[config.mk]
export PLATFORM = sky130hd
export DESIGN_NAME = alu_share_arbiter
export DESIGN_NICKNAME = d
export VERILOG_FILES = /design/src/rtl/alu_arb_pkg.sv /design/src/rtl/alu_core.sv /design/src/rtl/alu_share_arbiter.sv
export SDC_FILE = /design/constraint.sdc
export NUM_CORES = 1
export LEC_CHECK = 0
export BUFFER_PORTS_ARGS = -buffer_cell sky130_fd_sc_hd__buf_2
export CAP_MARGIN = 40
export CORE_MARGIN = 2
export CORE_UTILIZATION = 56
export CTS_BUF_LIST = sky130_fd_sc_hd__clkbuf_4
export CTS_CLUSTER_DIAMETER = 100
export DETAILED_ROUTE_END_ITERATION = 16
export HOLD_SLACK_MARGIN = 0.06
export PLACE_DENSITY = 0.9
export SLEW_MARGIN = 20
export SYNTH_ARGS = -nofsm -noshare
export SYNTH_HDL_FRONTEND = slang
export SYNTH_SLANG_ARGS = --single-unit
[constraint.sdc]
create_clock -name wb_clk_i -period 3.7 [get_ports wb_clk_i]
set_clock_uncertainty 0.2 [all_clocks]
set_input_delay 0.37 -clock wb_clk_i [delete_from_list [all_inputs] [get_ports wb_clk_i]]
set_output_delay 0.37 -clock wb_clk_i [all_outputs]
set_load 0.05 [all_outputs]
[src/rtl/alu_arb_pkg.sv]
// Shared definitions for the arbitrated ALU: opcodes, FSM state encoding
// and grant identifiers. Imported by alu_core and alu_share_arbiter.
package alu_arb_pkg;

   // ALU opcodes carried on reqN_sel_i
   localparam logic [1:0] OP_ADD = 2'b00;
   localparam logic [1:0] OP_SUB = 2'b01;
   localparam logic [1:0] OP_AND = 2'b10;
   localparam logic [1:0] OP_XOR = 2'b11;

   // Sequencer states: accept in IDLE, compute in EXEC, present in RESP
   typedef enum logic [1:0] {
      ST_IDLE = 2'd0,
      ST_EXEC = 2'd1,
      ST_RESP = 2'd2
   } state_t;

   // Requester identifiers used for grant and last-grant tracking
   localparam logic GNT_0 = 1'b0;
   localparam logic GNT_1 = 1'b1;

endpackage

[src/rtl/alu_core.sv]
// Purely combinational WIDTH-bit ALU producing a WIDTH+1-bit result.
// ADD puts the carry in the MSB, SUB is a two's-complement difference whose
// MSB flags a borrow, AND/XOR are zero-extended.
module alu_core
   import alu_arb_pkg::*;
#(
   parameter int WIDTH = 4
) (
   input  logic [WIDTH-1:0] a_i,
   input  logic [WIDTH-1:0] b_i,
   input  logic [1:0]       sel_i,
   output logic [WIDTH:0]   result_o
);

   // Select the operation; widening both operands first keeps carry/borrow
   always_comb begin
      result_o = '0;
      case (sel_i)
         OP_ADD:  result_o = {1'b0, a_i} + {1'b0, b_i};
         OP_SUB:  result_o = {1'b0, a_i} - {1'b0, b_i};
         OP_AND:  result_o = {1'b0, a_i & b_i};
         OP_XOR:  result_o = {1'b0, a_i ^ b_i};
         default: result_o = '0;
      endcase
   end

endmodule

[src/rtl/alu_share_arbiter.sv]
// One ALU shared between two valid/ready requesters. An op is accepted in
// IDLE, computed and registered in EXEC, and held in RESP until the granted
// requester consumes it, so each op takes at least three cycles.
// Build option: define ALU_ARB_RR_EN for round-robin arbitration; without it
// requester 0 has fixed priority and no last-grant state exists.
module alu_share_arbiter
   import alu_arb_pkg::*;
#(
   parameter int WIDTH = 4
) (
   input  logic             wb_clk_i,
   input  logic             wb_rst_i,
   input  logic             req0_valid_i,
   output logic             req0_ready_o,
   input  logic [WIDTH-1:0] req0_a_i,
   input  logic [WIDTH-1:0] req0_b_i,
   input  logic [1:0]       req0_sel_i,
   output logic             rsp0_valid_o,
   input  logic             rsp0_ready_i,
   output logic [WIDTH:0]   rsp0_data_o,
   input  logic             req1_valid_i,
   output logic             req1_ready_o,
   input  logic [WIDTH-1:0] req1_a_i,
   input  logic [WIDTH-1:0] req1_b_i,
   input  logic [1:0]       req1_sel_i,
   output logic             rsp1_valid_o,
   input  logic             rsp1_ready_i,
   output logic [WIDTH:0]   rsp1_data_o,
   output logic             busy_o
);

   state_t             state_q, state_d;
   logic               gnt_q, gnt_d;
   logic [WIDTH-1:0]   a_q, a_d;
   logic [WIDTH-1:0]   b_q, b_d;
   logic [1:0]         sel_q, sel_d;
   logic [WIDTH:0]     result_q, result_d;
   logic [WIDTH:0]     alu_result;
   logic               pick;
`ifdef ALU_ARB_RR_EN
   logic               last_grant_q, last_grant_d;
`endif

   alu_core #(.WIDTH(WIDTH)) u_alu_core (
      .a_i      (a_q),
      .b_i      (b_q),
      .sel_i    (sel_q),
      .result_o (alu_result)
   );

`ifdef ALU_ARB_RR_EN
   // Round-robin pick: on a tie the requester not granted last wins
   always_comb begin
      pick = GNT_0;
      if (req0_valid_i && req1_valid_i) begin
         pick = (last_grant_q == GNT_0) ? GNT_1 : GNT_0;
      end else if (req1_valid_i) begin
         pick = GNT_1;
      end
   end
`else
   // Fixed priority pick: requester 0 wins every tie
   always_comb begin
      pick = req0_valid_i ? GNT_0 : GNT_1;
   end
`endif

   // Sequencer next-state, operand capture and handshake outputs
   always_comb begin
      state_d      = state_q;
      gnt_d        = gnt_q;
      a_d          = a_q;
      b_d          = b_q;
      sel_d        = sel_q;
      result_d     = result_q;
      req0_ready_o = 1'b0;
      req1_ready_o = 1'b0;
`ifdef ALU_ARB_RR_EN
      last_grant_d = last_grant_q;
`endif
      case (state_q)
         ST_IDLE: begin
            if (req0_valid_i || req1_valid_i) begin
               req0_ready_o = (pick == GNT_0);
               req1_ready_o = (pick == GNT_1);
               gnt_d        = pick;
               a_d          = (pick == GNT_0) ? req0_a_i   : req1_a_i;
               b_d          = (pick == GNT_0) ? req0_b_i   : req1_b_i;
               sel_d        = (pick == GNT_0) ? req0_sel_i : req1_sel_i;
`ifdef ALU_ARB_RR_EN
               last_grant_d = pick;
`endif
               state_d      = ST_EXEC;
            end
         end
         ST_EXEC: begin
            result_d = alu_result;
            state_d  = ST_RESP;
         end
         ST_RESP: begin
            if ((gnt_q == GNT_0 && rsp0_ready_i) || (gnt_q == GNT_1 && rsp1_ready_i)) begin
               state_d = ST_IDLE;
            end
         end
         default: state_d = ST_IDLE;
      endcase
   end

   // State and datapath registers with synchronous reset
   always_ff @(posedge wb_clk_i) begin
      if (wb_rst_i) begin
         state_q      <= ST_IDLE;
         gnt_q        <= GNT_0;
         a_q          <= '0;
         b_q          <= '0;
         sel_q        <= '0;
         result_q     <= '0;
`ifdef ALU_ARB_RR_EN
         last_grant_q <= GNT_1;
`endif
      end else begin
         state_q      <= state_d;
         gnt_q        <= gnt_d;
         a_q          <= a_d;
         b_q          <= b_d;
         sel_q        <= sel_d;
         result_q     <= result_d;
`ifdef ALU_ARB_RR_EN
         last_grant_q <= last_grant_d;
`endif
      end
   end

   // Response channels: only the granted side sees valid data in RESP
   always_comb begin
      rsp0_valid_o = (state_q == ST_RESP) && (gnt_q == GNT_0);
      rsp1_valid_o = (state_q == ST_RESP) && (gnt_q == GNT_1);
      rsp0_data_o  = rsp0_valid_o ? result_q : '0;
      rsp1_data_o  = rsp1_valid_o ? result_q : '0;
      busy_o       = (state_q != ST_IDLE);
   end

endmodule
; ---- Word-level counts from Yosys, hierarchy flattened
; Cells that the tools add are included.
[op_classes]
add_sub_neg = 2
eq_ne = 7
muxes = 14
bitwise = 3
n_reduce_logical = 11
[op_table]
columns = operator, count
row1 = $pmux 5 s4, 1
row2 = $mux 5, 2
row3 = $mux 4, 2
row4 = $eq 2x2->1 const B, 3
row5 = $mux 2, 3
row6 = $pmux 2 s3, 1
row7 = $add 4x4->5, 1
row8 = $mux 1, 5
row9 = $sub 4x4->5, 1
row10 = $and 4x4->4, 1
row11 = $eq 2x1->1 const B, 2
row12 = $logic_and 1x1->1, 4
row13 = $logic_not 2->1, 2
row14 = $ne 2x2->1 const B, 2
row15 = $reduce_and 2->1, 2
row16 = $xor 4x4->4, 1
row17 = $logic_or 1x1->1, 2
row18 = $reduce_bool 2->1, 1
row19 = $not 1->1, 1
[word_totals]
ff_bits = 18
inputBits = 26
output_inout_bits = 15
word_cells = 43

; ---- Longest topological paths before layout
[depth]
word_depth = 5
mapped_depth = 9
ltp_nobuf = 9

; ---- Modules after synthesis
; From an unflattened synthesis, not the netlist that was laid out.
[hier_totals]
cells_unflattened = 139
area_unflattened_um2 = 1293.7
[by_module_without_submodules]
columns = mod, instances, cells_per_inst, area_each_um2, seq_area_each_um2
row1 = alu_share_arbiter, 1, 91, 912.1, 360.3
row2 = alu_core, 1, 48, 381.6, 0.0

; ---- Worst setup path before layout
; No wires, ideal clock.
[synth_path]
path_kind = register to output
startpoint = register state_q[1]
endpoint = output rsp0_data_o[0]
t_arrival_ps = 2331
t_required_ps = 3130
path_slack_ps = 799
path_stages_with_launch = 3
n_path_buf = 0
cell_sequence = dfxtp_1 > nor3b_1 > and2_1
[synth_between]
elab_chain_len = 3
[synth_lines]
columns = element, line_no
row1 = from (decl), alu_share_arbiter.sv:32  ; state_t state_q, state_d;
row2 = from (signal assigned), alu_share_arbiter.sv:122  ; state_q <= state_d;
row3 = $eq 2x2->1, alu_share_arbiter.sv:136  ; rsp0_valid_o = (state_q == ST_RESP) && (gnt_q == GNT_0);
row4 = $logic_and 1x1->1, alu_share_arbiter.sv:136
row5 = net rsp0_valid_o, alu_share_arbiter.sv:18  ; output logic rsp0_valid_o,
row6 = $mux 5, alu_share_arbiter.sv:138  ; rsp0_data_o = rsp0_valid_o ? result_q : '0;
row7 = to (decl), alu_share_arbiter.sv:20  ; output logic [WIDTH:0] rsp0_data_o,
; The timed path passes the listed nets, and every way through them passes these cells.

; ---- Final worst setup path
[layout_path]
startpoint = register b_q[0]
endpoint = register result_q[3]
[layout_between]
elab_chain_len = 2
word_cells_on_any_way = 3
cone_classes = add/sub (2) / mux (1)
[layout_lines]
columns = element, line_no
row1 = from (decl), alu_share_arbiter.sv:35  ; logic [WIDTH-1:0] b_q, b_d;
row2 = from (signal assigned), alu_share_arbiter.sv:115  ; b_q <= '0;
row3 = from (signal assigned), alu_share_arbiter.sv:125  ; b_q <= b_d;
row4 = $sub 4x4->5 or $add 4x4->5 (tied branches), "alu_core.sv:20, alu_core.sv:19"
row5 = $pmux 5 s4 (*), alu_core.sv:18  ; case (sel_i)
row6 = to (signal assigned), alu_share_arbiter.sv:127  ; result_q <= result_d;
row7 = to (decl), alu_share_arbiter.sv:37  ; logic [WIDTH:0] result_q, result_d;
; Mark *: on every way between the ends. The rest lies on a longest branch, timed or not.
; A chain may end at the register's enable or synchronous reset.

==> metrics.txt <==
status=finished clean; most frequent cell on the critical path=ha_1; crit path buf inv count=1; Worst-Skew Late Latency=300 ps; CP Cell Sequence=inv_1 -> ha_1 -> nor2_1 -> xnor2_1 -> ha_1 -> and3b_1 -> o21a_1 -> o31a_1 -> nor3_2; sequential-to-total area share from yosys stat=29.3%; die height=50.8 µm; most frequent cells in the layout=40 x buf_2, 19 x nor2_1, 18 x dfxtp_1; Starting DRT DRC Count=8; Clock Sinks=18; # setup viols final=0; CTS resizes=0; commonest non-fill, non-tap cell in the layout=buf_2; number of global-route vias before repair=1,042; HP Class=in2reg; H-tree Lvls=1; Layout Utilization=70.7%; Max Transition Viols Final=0; sum of negative setup slack=0 ps; Crit. End Element=flip-flop; final wirelength=2430 µm; RSZ-0062 raised after global routing=no; pin count of the biggest net entering global routing=22; first-pass detailed-route iteration total=4; core area=2020 µm²; Req. time, crit path=3730 ps; GRT Resource Usage Total=21.9%; post-cts hold buffer count=0; worst r2r src=b_q[0]$_SDFFE_PP0P_; ANT cells=0; Slew headroom=65.6%; clk root buf=clkbuf_4; Crit Path Max Fanout=5; total of max-cap violations=0; CP startpoint kind=flip-flop; Post-CTS Setup Inserts=0; area grow syn2layout=16.4%; Pleak=0.000704 µW; ys async rst share=0%; Crit-path slowest cell=dfxtp_1; Mapped Cells=136; WP data arrival=2380 ps; Syn Nets=172; Final period util=63.5%; Avg Inst Size Synth=9.03 µm²; Final Cell Area=1430 µm²; Rows=16; global-route wire length before repair=4330 µm; gr ovfl total=0; post-synthesis cell area=1230 µm²; Num CTS Buffers=3; I/O Pins=41; clock-pin slew on the worst setup and hold paths=100 ps; EDFF count, synth=0; WS Path Type=reg2reg; clock buffer depth=2; Total Nets Final=208; CTS tree=yes; Slew @ Worst Pin=515 ps; Final HPWL DP=1930 µm; hold_sp=rsp0_ready_i; synthesized flop and latch total=18; Pwr per Cell Area=407 nW/µm²; ANT nets after route=0; placed cell areas=1400 µm²; GP Congestion=0.788; Netlist cell types=35; drt wl/cell=12.3 µm; PortBufs=40; Synth warnings=0; vias per inst=5.28; Die W=50.8 µm; Fmax achieved=425 MHz; Final min period=2350 ps; Peak VDD IR=0.300 mV; initial antenna violation count=0; final hold vios=0; CP max stage delay=410 ps; DIE AREA=2580 µm²; ys flop type=dfxtp_1; fraction of layout cells with a size suffix above 1=30.4%; initial core utilization=60.8%; Critical Path Source=b_q[0]$_SDFFE_PP0P_; Remaining DRCs=0; vias post-DR=1,045; crit-path leading delay family=adder cells
==> registers in the layout, indices dropped and copies added, names as in the netlist <==
register	count
sel_q	2
b_q	4
result_q	5
gnt_q	1
state_q	2
a_q	4
==> power breakdown <==
group | internal [µW] | switching (µW)
combinational | 107 | 129
clock | 39.4 | 60.7
sequential | 218 | 29.0
total | 364 | 218
==> cells by family after synthesis <==
group                    Yosys count  synth area share (%)
AO/OA/AOI/OAI                     26                  16.1
buffers and inverters             14                  6.31
flip-flops                        18                  29.3
adder cells (fa/ha/maj)           10                  10.8
XOR/XNOR                           4                  2.85
AND/OR/NAND/NOR                   49                  22.3
multiplexers                      15                  12.3
==> synthesized netlist by cell type (2+ instances only) <==
library cell / n / area (µm²)
nor2_1: 19 / 71.3
dfxtp_1: 18 / 360
mux2i_1: 14 / 140
a211oi_1: 12 / 90.1
and2_1: 10 / 62.6
ha_1: 9 / 113
a21oi_1: 7 / 35.0
inv_1: 5 / 18.8
nor3_1: 4 / 20.0
buf_2: 3 / 15.0
nand2_1: 3 / 11.3
xnor2_1: 3 / 26.3
a21o_2: 2 / 17.5
and3b_1: 2 / 17.5
buf_6: 2 / 22.5
clkbuf_2: 2 / 10.0
nand3b_1: 2 / 15.0
nor2b_1: 2 / 12.5
==> area by class of cell <==
type                       count  area (µm²)
sequential                    18         360
multi-input combinational    104         791
tap                           27        33.8
fill                         160         592
clock buffer                   3        22.5
clock inverter                 1        3.75
inverter                       5        18.8
timing repair buffer          40         200
==> layer usage <==
| layer | wire, µm | vias to the layer above | GRT usage (%) |
|---|---|---|---|
| met5 | 0 | - | 0 |
| met4 | 22 | 0 | 6.76 |
| met3 | 113 | 3 | 3.51 |
| met2 | 1300 | 34 | 43.6 |
| met1 | 992 | 461 | 23.1 |
| li1 | - | 547 | - |
==> path summary, 6_finish.rpt <==
check                                   to  depth (start not counted)  slack, ps
hold reg to reg   result_q[2]$_SDFFE_PP0N_                          2        290
hold / removal     state_q[1]$_SDFFE_PP0P_                          4        180
setup reg to reg  result_q[3]$_SDFFE_PP0N_                          9       1350
setup / recovery  result_q[3]$_SDFFE_PP0N_                          9       1350
==> worst reg2reg max path, stage by stage, from the launching register on <==
cell     delay (ps)
dfxtp_1         410
inv_1            60
ha_1            210
nor2_1          130
xnor2_1         140
ha_1            300
and3b_1         230
o21a_1          200
o31a_1          240
nor3_2          150
==> per-stage QoR <==
| step | worst slack (ps) | std cells | power, µW | hold WS [ps] |
|---|---|---|---|---|
| after floorplan | 799 | 136 | 436 | 240 |
| after global placement | 1490 | 194 | 470 | 249 |
| after detailed placement | 1410 | 194 | 483 | 280 |
| after CTS | 1360 | 198 | 586 | 171 |
| after global routing | 1210 | 198 | 629 | 197 |
| final | 1350 | 198 | 582 | 178 |
No activity file was read; power rests on OpenSTA's default activity.
